`config.mk`:
```
export PLATFORM = sky130hd
export DESIGN_NAME = fetch_predecode_queue
export DESIGN_NICKNAME = d
export VERILOG_FILES = /design/src/rtl/fetch_predecode_queue.sv
export SDC_FILE = /design/constraint.sdc
export NUM_CORES = 1
export LEC_CHECK = 0
export BUFFER_PORTS_ARGS = -buffer_cell sky130_fd_sc_hd__buf_2
export CORE_AREA = 4 4 121 123
export CTS_CLUSTER_DIAMETER = 30
export DETAILED_ROUTE_END_ITERATION = 7
export DIE_AREA = 0 0 125 127
export PLACE_DENSITY_LB_ADDON = 0.12
export RECOVER_POWER = 25
export SLEW_MARGIN = 20
export SYNTH_ARGS = -nofsm -noshare
export SYNTH_HDL_FRONTEND = slang
export SYNTH_SLANG_ARGS = --single-unit
```
`constraint.sdc`:
```
create_clock -name clk_i -period 6.7 [get_ports clk_i]
set_input_delay 0.67 -clock clk_i [delete_from_list [all_inputs] [get_ports clk_i]]
set_output_delay 0.67 -clock clk_i [all_outputs]
set_load 0.01 [all_outputs]
```
`src/rtl/fetch_predecode_queue.sv`:
```
// ---------------------------------------------------------------------------
// fetch_predecode_queue
//
// Purpose:
//   Sits behind the fetch stage. It pre-decodes the 40-bit little-endian
//   window fetched at the current PC and hands fetch its next-PC controls in
//   the same cycle: enable, length, jump flag/target and halt. Each accepted
//   instruction is buffered in a small circular FIFO and offered to decode
//   over a valid/ready handshake. This block owns fetch back-pressure and the
//   sticky halted state.
//
// Ports:
//   clk_i, rst_ni        rising-edge clock, asynchronous active-low reset
//   fetch_pc_i           PC of the current fetch window
//   fetch_instr_i        window bytes, [7:0] is the byte at fetch_pc_i
//   pc_we_o              fetch advances and the window is enqueued this edge
//   instr_length_o       decoded length in bytes (1..5)
//   is_jmp_o             window is an unconditional relative jump
//   jmp_target_o         sign-extended displacement (fetch adds PC+len+target)
//   is_halt_o            window is HLT or the block is already halted
//   dq_valid_o/ready_i   decode handshake for the head entry
//   dq_pc_o, dq_opcode_o, dq_imm_o, dq_length_o, dq_illegal_o
//                        fields of the head entry, zero while the queue is empty
//   halted_o             sticky halt flag, cleared only by reset
//   occupancy_o          number of valid entries (0..DEPTH)
// ---------------------------------------------------------------------------
module fetch_predecode_queue #(
    parameter int DEPTH = 2
) (
    input  logic        clk_i,
    input  logic        rst_ni,
    input  logic [31:0] fetch_pc_i,
    input  logic [39:0] fetch_instr_i,
    output logic        pc_we_o,
    output logic [2:0]  instr_length_o,
    output logic        is_jmp_o,
    output logic [31:0] jmp_target_o,
    output logic        is_halt_o,
    output logic        dq_valid_o,
    input  logic        dq_ready_i,
    output logic [31:0] dq_pc_o,
    output logic [7:0]  dq_opcode_o,
    output logic [31:0] dq_imm_o,
    output logic [2:0]  dq_length_o,
    output logic        dq_illegal_o,
    output logic        halted_o,
    output logic [2:0]  occupancy_o
);

    // DEPTH is restricted to powers of two, so pointers wrap naturally.
    localparam int         PTR_W   = $clog2(DEPTH);
    localparam logic [2:0] DEPTH_C = 3'(DEPTH);

    typedef enum logic {
        RUN,
        HALTED
    } haltState_e;

    haltState_e state_q, state_d;

    logic [7:0]  opcode;
    logic [2:0]  decLength;
    logic [31:0] decImm;
    logic        decIllegal;
    logic        decJmp;
    logic        isHalted;
    logic        doEnq;
    logic        doDeq;
    logic        headValid;

    logic [PTR_W-1:0] wrPtr_q, wrPtr_d;
    logic [PTR_W-1:0] rdPtr_q, rdPtr_d;
    logic [2:0]       count_q, count_d;

    logic [31:0] pcMem_q     [DEPTH];
    logic [7:0]  opcodeMem_q [DEPTH];
    logic [31:0] immMem_q    [DEPTH];
    logic [2:0]  lengthMem_q [DEPTH];
    logic        illegalMem_q[DEPTH];

    // Pre-decode of the current window. Unknown opcodes are treated as
    // single-byte so fetch still makes forward progress past them.
    always_comb begin
        opcode     = fetch_instr_i[7:0];
        decLength  = 3'd1;
        decImm     = 32'd0;
        decIllegal = 1'b0;
        decJmp     = 1'b0;
        case (opcode)
            8'h90, 8'hF4,
            8'h40, 8'h41, 8'h42, 8'h43,
            8'h44, 8'h45, 8'h46, 8'h47: decLength = 3'd1;
            8'h04: begin
                decLength = 3'd2;
                decImm    = {{24{fetch_instr_i[15]}}, fetch_instr_i[15:8]};
            end
            8'hEB: begin
                decLength = 3'd2;
                decImm    = {{24{fetch_instr_i[15]}}, fetch_instr_i[15:8]};
                decJmp    = 1'b1;
            end
            8'h05: begin
                decLength = 3'd5;
                decImm    = fetch_instr_i[39:8];
            end
            8'hE9: begin
                decLength = 3'd5;
                decImm    = fetch_instr_i[39:8];
                decJmp    = 1'b1;
            end
            default: decIllegal = 1'b1;
        endcase
    end

    // Halt state register. Reset is the only way back to RUN.
    always_ff @(posedge clk_i or negedge rst_ni) begin
        if (!rst_ni) begin
            state_q <= RUN;
        end else begin
            state_q <= state_d;
        end
    end

    // Halt next state: HLT only takes effect on the edge that enqueues it,
    // so an HLT blocked by a full queue is simply re-decoded later.
    always_comb begin
        state_d = state_q;
        if (state_q == RUN && doEnq && opcode == 8'hF4) begin
            state_d = HALTED;
        end
    end

    // Halt outputs.
    always_comb begin
        isHalted = (state_q == HALTED);
    end

    // Fetch-side controls. rst_ni is folded in so fetch is frozen while reset
    // is held, and is free again as soon as reset releases.
    always_comb begin
        headValid      = (count_q != 3'd0);
        pc_we_o        = rst_ni && !isHalted && (count_q < DEPTH_C);
        doEnq          = pc_we_o;
        doDeq          = headValid && dq_ready_i;
        instr_length_o = decLength;
        is_jmp_o       = decJmp;
        jmp_target_o   = decJmp ? decImm : 32'd0;
        is_halt_o      = isHalted || (opcode == 8'hF4);
        halted_o       = isHalted;
        occupancy_o    = count_q;
    end

    // Pointer and occupancy next state; simultaneous enqueue and dequeue
    // leave the count where it is.
    always_comb begin
        wrPtr_d = doEnq ? wrPtr_q + PTR_W'(1) : wrPtr_q;
        rdPtr_d = doDeq ? rdPtr_q + PTR_W'(1) : rdPtr_q;
        case ({doEnq, doDeq})
            2'b10:   count_d = count_q + 3'd1;
            2'b01:   count_d = count_q - 3'd1;
            default: count_d = count_q;
        endcase
    end

    // Pointer and occupancy registers.
    always_ff @(posedge clk_i or negedge rst_ni) begin
        if (!rst_ni) begin
            wrPtr_q <= '0;
            rdPtr_q <= '0;
            count_q <= 3'd0;
        end else begin
            wrPtr_q <= wrPtr_d;
            rdPtr_q <= rdPtr_d;
            count_q <= count_d;
        end
    end

    // Entry storage. Contents need no reset because the head is masked
    // whenever the queue is empty.
    always_ff @(posedge clk_i) begin
        if (doEnq) begin
            pcMem_q[wrPtr_q]      <= fetch_pc_i;
            opcodeMem_q[wrPtr_q]  <= opcode;
            immMem_q[wrPtr_q]     <= decImm;
            lengthMem_q[wrPtr_q]  <= decLength;
            illegalMem_q[wrPtr_q] <= decIllegal;
        end
    end

    // Head presentation to decode, forced to zero when nothing is valid.
    always_comb begin
        dq_valid_o   = headValid;
        dq_pc_o      = headValid ? pcMem_q[rdPtr_q]      : 32'd0;
        dq_opcode_o  = headValid ? opcodeMem_q[rdPtr_q]  : 8'd0;
        dq_imm_o     = headValid ? immMem_q[rdPtr_q]     : 32'd0;
        dq_length_o  = headValid ? lengthMem_q[rdPtr_q]  : 3'd0;
        dq_illegal_o = headValid ? illegalMem_q[rdPtr_q] : 1'b0;
    end

endmodule

```
==> flow_metrics.py, run 1 <==
metrics = {
    "cts": {
        "htreeDepth": 4,
        "insertion_delay_ns": 0.42,
        "path_clk_slew_ns": 0.06,
        "cts_resized": 0,
        "post_cts_buffers": 0,
        "cts_tree": "built",
        "numClockSinks": 158,
        "clockBufferDepth": 2,
        "cts_root_buffer": "clkbuf_16",
        "cts_hold_buf": 0,
        "cts-buffers-inserted": 17,
    },
    "worst_setup_path": {
        "cp.arrival_ns": 3.36,
        "start_kind": "input port",
        "critPathMaxFanout": 25,
        "cp.required_ns": 6.03,
        "worstSetupPathType": "input port to primary output",
        "cp-end-kind": "primary output",
    },
    "global_route": {
        "grt_max_degree": 77,
        "grt_remaining_overflow": 0,
        "grt_pass1_wl_microns": 22060,
        "track_usage_pct": 17.67,
        "grt_pass1_vias": 4431,
        "grt_antenna_before_repair": 0,
    },
    "placement": {
        "routabilityCongestion": 0.7505,
        "pre_cts_ws_ns": 3.655,
        "port_buffers": 193,
        "dp_hpwl_microns": 9263,
        "dp_cells": 826,
    },
    "hold_path": {
        "min_path_type": "input port to asynchronous set/reset pin",
    },
    "floorplanning": {
        "die-area_sq_um": 15880,
        "die_y_microns": 127,
        "core_area_sq_um": 13670,
        "io_pins": 194,
        "initial_core_util_pct": 51.14,
        "rows": 43,
        "die_width_microns": 125,
    },
    "power": {
        "p_total_uw": 3224,
        "max-vdd-ir-drop_v": 0.0001875,
        "p_seq_share_pct": 41.7,
        "swShare_pct": 32.80,
        "p_per_area_nw_per_um2": 380.1,
        "p_int_uw": 2166,
        "switchingPower_uw": 1058,
        "p_comb_share_pct": 32.1,
        "power.share.clock_pct": 26.2,
        "p_leak_uw": 0.003488,
    },
    "synthesis": {
        "synth_cell_types": 41,
        "synthCells": 478,
        "syn_area_sq_um": 6988,
        "syn-num-nets": 555,
        "ys.flop_type": "edfxtp_1",
        "ys_ff_latch": 158,
        "ys_seq_area_share_pct": 67.47,
        "synth_edf_count": 152,
        "async_reset_ff_share_pct": 3.797,
        "yosysWarnings": 0,
        "avgSynthCellArea_sq_um": 14.62,
    },
    "timing": {
        "finalCritPeriodShare_pct": 60.20,
        "final_max_slew_viol_count": 0,
        "finalWorstSetupSlack_ns": 2.667,
        "rsz0062_at_grt": "false",
        "final-hold-violation-count": 0,
        "min_period_ns": 4.033,
        "setup_violations": 0,
        "skew_ns": 0.005715,
        "maxSlewHeadroom_pct": 14.60,
        "clock.fmax_mhz": 247.9,
        "fin_tns_setup_ns": 0,
        "worst_pin_slew_ns": 1.278,
        "hold_slack_ns": 0.1512,
    },
    "route": {
        "firstDrtPassIters": 4,
        "drt_iter0_markers": 191,
        "wl_microns": 13820,
        "vias": 4381,
        "wl_per_cell_microns": 16.11,
        "top_layer": "met4",
        "wl_met3_microns": 863,
        "drc_errors": 0,
        "dr_wl_met2_microns": 6771,
        "drt-met1-wl_microns": 5980,
        "final_antenna_net_count": 0,
        "avgViaCountPerCell": 5.106,
    },
    "finish": {
        "finalNetCount": 742,
        "instances_no_fill": 858,
        "insertedDiodeCount": 0,
        "drive_above_1_share_pct": 37.91,
        "fill_cells": 1104,
        "syn2layout_area_growth_pct": 21.38,
    },
    "job": {
        "drv_cap": 0,
    },
    "outcome": {
        "status": "completed",
    },
}
synthesized netlist by cell type (all sizes together), types with 2 or more instances:
cell type	number	area, sq um
edfxtp	152	4564
nor2	83	327.8
mux2i	76	760.7
o21ai	49	406.7
nand2	28	121.4
buf	25	177.7
and2	18	112.6
dfrtp	6	150.1
clkbuf	5	18.77
inv	5	21.27
nor3	4	40.04
nor2b	3	26.27
xnor2	3	26.28
a21oi	2	13.76
nand4	2	27.53
or2	2	12.51
xor2	2	17.52
worst paths after layout:
path	slack [ns]	startpoint	end	cells past startpoint
min	0.15	rst_ni	occupancy_o[0]$_DFFE_PN0P_	1
max	2.67	fetch_instr_i[4]	jmp_target_o[7]	7
min reg2reg	0.54	halted_o$_DFFE_PN0P_	halted_o$_DFFE_PN0P_	1
max in group asynchronous	6.23	rst_ni	rdPtr_q$_DFFE_PN0P_	1
min in group clk_i	0.44	fetch_pc_i[15]	pcMem_q[0][15]$_DFFE_PP_	1
max reg2reg	4.22	occupancy_o[1]$_DFFE_PN0P_	pcMem_q[1][14]$_DFFE_PP_	5
final cells by class:
| class | count | area, sq um | share of cell area, % |
|---|---|---|---|
| flip-flops and latches | 158 | 4718 | 55.63 |
| multi-input cells | 285 | 2021 | 23.82 |
| repair buffers | 198 | 968.4 | 11.42 |
| clock buffers | 21 | 460.4 | 5.429 |
| well taps | 180 | 225.2 | 2.655 |
| clock inverters | 11 | 68.82 | 0.8113 |
| inverters | 5 | 20.02 | 0.2360 |
flip-flops by register name, summed over array words and instances (netlist names):
signal	flops
illegalMem_q	2
immMem_q	64
opcodeMem_q	16
wrPtr_q	1
rdPtr_q	1
halted_o	1
pcMem_q	64
occupancy_o	3
lengthMem_q	6
power by group through the flow:
stage	registers, uW	clock network [uW]	logic, uW
after floorplan	1320	0	706
after global placement	1360	0	1060
after detailed placement	1370	0	1060
after CTS	1350	864	1070
after global routing	1360	912	1140
final	1350	845	1030
routing by layer:
layer,vias up,track usage (%)
met4,0,6.505
met2,133,28.88
li1,2121,-
met3,15,5.017
met5,-,0
met1,2112,22.77
worst max-delay path, cell delays in order:
cell        delay [ns]
clkbuf_1          0.24
nand4bb_1         0.20
nor2_1            0.13
nand2_1           0.94
clkinvlp_2        0.72
and2_1            0.33
buf_2             0.13
cells in the final DEF (no fill, tap or decap), types with 2 or more instances in the layout:
master | Yosys | final
buf_2 | 13 | 165
edfxtp_1 | 152 | 152
nor2_1 | 82 | 82
mux2i_1 | 76 | 76
o21ai_2 | 40 | 40
clkbuf_1 | 5 | 30
nand2_1 | 27 | 28
clkbuf_16 | 0 | 17
and2_1 | 18 | 12
o21ai_0 | 6 | 6
and2_0 | 0 | 5
clkinv_2 | 0 | 5
dfrtp_1 | 6 | 5
buf_4 | 6 | 5
inv_1 | 4 | 4
xnor2_1 | 3 | 3
clkinvlp_4 | 0 | 3
nor3_2 | 4 | 2
o21ai_1 | 2 | 2
xor2_1 | 2 | 2
clkbuf_8 | 0 | 2
through the flow:
step,cell area (sq um),util (%)
floorplan,6988,-
detailed placement,8050,58.91
global placement,8050,58.91
global route,8482,62.07
finish,8482,62.07
CTS,8579,62.78
cells by family (layout without fill, tap and decap cells):
family / after synthesis / after routing / share of synthesized area [%]
adders and majority gates: 2 / 2 / 0.4655
buffers and inverters: 35 / 235 / 3.115
and+or+nand+nor: 146 / 146 / 10.62
xor gates and xnor gates: 5 / 5 / 0.6268
DFF: 158 / 158 / 67.47
AOI/OAI and AO/OA: 55 / 55 / 6.661
muxes: 77 / 77 / 11.05
(Power assumes the default switching activity.)
==> run 2, diff against run 1 <==
CORE_AREA = 4 4 127 129   (was 4 4 121 123)
DIE_AREA = 0 0 131 133   (was 0 0 125 127)
clock period = 3.35 ns   (was 6.7 ns; I/O delays follow)
==> run 2 against run 1 <==
Global-route usage is essentially flat. Via count grew 1.6%. Non-clock buffer count grew 4. Sequential power grew 98%. First-iteration DRC count grew 35%.
==> flow_metrics.py, run 2 (synthesis results as in run 1) <==
metrics = {
    "timing": {
        "final_max_slew_viol_count": 0,
        "fin_tns_setup_ns": 0,
        "finalCritPeriodShare_pct": 77.75,
        "setup_violations": 0,
        "clock.fmax_mhz": 383.9,
        "worst_pin_slew_ns": 0.8505,
        "maxSlewHeadroom_pct": 43.30,
        "skew_ns": 0.005758,
        "final-hold-violation-count": 0,
        "rsz0062_at_grt": "false",
        "min_period_ns": 2.605,
    },
    "route": {
        "wl_per_cell_microns": 17.32,
        "drt_iter0_markers": 257,
        "firstDrtPassIters": 4,
        "wl_microns": 15050,
        "final_antenna_net_count": 0,
        "vias": 4451,
        "drc_errors": 0,
        "avgViaCountPerCell": 5.122,
    },
    "floorplanning": {
        "die_y_microns": 133,
        "core_area_sq_um": 15030,
        "rows": 45,
        "die-area_sq_um": 17420,
        "io_pins": 194,
        "initial_core_util_pct": 46.48,
        "die_width_microns": 131,
    },
    "global_route": {
        "track_usage_pct": 17.63,
        "grt_pass1_vias": 4384,
        "grt_max_degree": 77,
        "grt_antenna_before_repair": 0,
        "grt_pass1_wl_microns": 23430,
        "grt_remaining_overflow": 0,
    },
    "worst_setup_path": {
        "worst_path_max_delay_cell": "nor2_1",
        "crit_family": "simple AND/OR/NAND/NOR gates",
        "cpPeakStageDelay_ns": 0.57,
        "critPathBufInv": 2,
        "cp.required_ns": 3.01,
        "cp.arrival_ns": 2.27,
        "cp_cell_sequence": "clkbuf_1 > nand4bb_1 > nor2_1 > nand4_4 > o21ai_1 > buf_2",
        "worstSetupPathType": "input port to primary output",
        "critPathMaxFanout": 24,
        "start_kind": "input port",
        "cp-end-kind": "primary output",
    },
    "finish": {
        "final_common_cell": "buf_2",
        "finalNetCount": 746,
        "fill_cells": 1273,
        "fin_area_sq_um": 8564,
        "syn2layout_area_growth_pct": 22.56,
        "reg_top3": "immMem_q: 64 flops, pcMem_q: 64 flops, opcodeMem_q: 16 flops",
        "instances_no_fill": 869,
        "layout_common_cells": "157 x buf_2, 152 x edfxtp_1, 82 x nor2_1, 76 x mux2i_1",
        "drive_above_1_share_pct": 36.42,
        "insertedDiodeCount": 0,
        "fin_util_pct": 56.97,
    },
    "cts": {
        "path_clk_slew_ns": 0.06,
        "clockBufferDepth": 2,
        "cts_tree": "built",
        "htreeDepth": 4,
        "post_cts_buffers": 0,
        "cts_root_buffer": "clkbuf_16",
        "numClockSinks": 158,
        "cts-buffers-inserted": 17,
        "insertion_delay_ns": 0.42,
    },
    "power": {
        "p_per_area_nw_per_um2": 770.1,
        "p_total_uw": 6596,
        "p_leak_uw": 0.003497,
        "max-vdd-ir-drop_v": 0.0004029,
    },
    "placement": {
        "dp_hpwl_microns": 9882,
        "routabilityCongestion": 0.7112,
        "dpl_cell_area_sq_um": 8108,
        "port_buffers": 193,
        "dp_cells": 837,
    },
    "job": {
        "drv_cap": 0,
    },
    "outcome": {
        "status": "completed",
    },
    "hold_path": {
        "min_path_type": "input port to flip-flop",
    },
}
==> run 2: changes by cell type in the layout (fill, tap and decap cells not counted), sizes merged <==
cell,before,now
buf,170,165
bufinv,0,2
clkbuf,49,57
clkinvlp,4,2
dlygate4sd3,0,1
inv,5,4
==> run 2: timing repair <==
action | 4_1_cts | 5_1_grt
hold endpoints to repair | 6 | 0
hold buffers | 1 | 0
resized for setup | 0 | 0
==> run 2: where the power goes <==
part,internal [uW],switching [uW]
Clock,1080,701
Combinational,878,1270
Sequential,2490,178
Total,4450,2150
==> run 2: layout make-up <==
class	count	area [sq um]	area share, %
sequential	158	4718	55.09
multi-input combinational	285	2037	23.78
timing repair buffer	202	1016	11.86
clock buffer	21	440.4	5.142
tap	188	235.2	2.747
clock inverter	10	97.59	1.140
inverter	5	20.02	0.2337
==> run 2: path summary, 6_finish.rpt <==
path	from	end	slack, ns	cells after the start
setup / recovery	fetch_instr_i[7]	jmp_target_o[31]	0.75	6
hold / removal	fetch_pc_i[31]	pcMem_q[1][31]$_DFFE_PP_	0.10	1
setup reg to reg	occupancy_o[1]$_DFFE_PN0P_	immMem_q[1][4]$_DFFE_PP_	1.06	6
hold reg to reg	halted_o$_DFFE_PN0P_	halted_o$_DFFE_PN0P_	0.54	1
max in group asynchronous	rst_ni	rdPtr_q$_DFFE_PN0P_	2.64	2
min in group asynchronous	rst_ni	occupancy_o[0]$_DFFE_PN0P_	0.38	2
==> run 2: routing by layer <==
metal | GRT usage, % | share of wire, %
met5 | 0 | 0
met4 | 6.400 | 1.7
met3 | 4.683 | 6.1
met2 | 28.61 | 49
met1 | 22.67 | 43
==> run 2: metrics by stage <==
stage	hold WS, ns	setup WS, ns
after detailed placement	0.1808	1.042
after floorplan	0.03941	0.7296
final	0.1026	0.7454
after global placement	0.1739	1.069
after CTS	0.08269	0.7697
after global routing	0.08260	0.5740
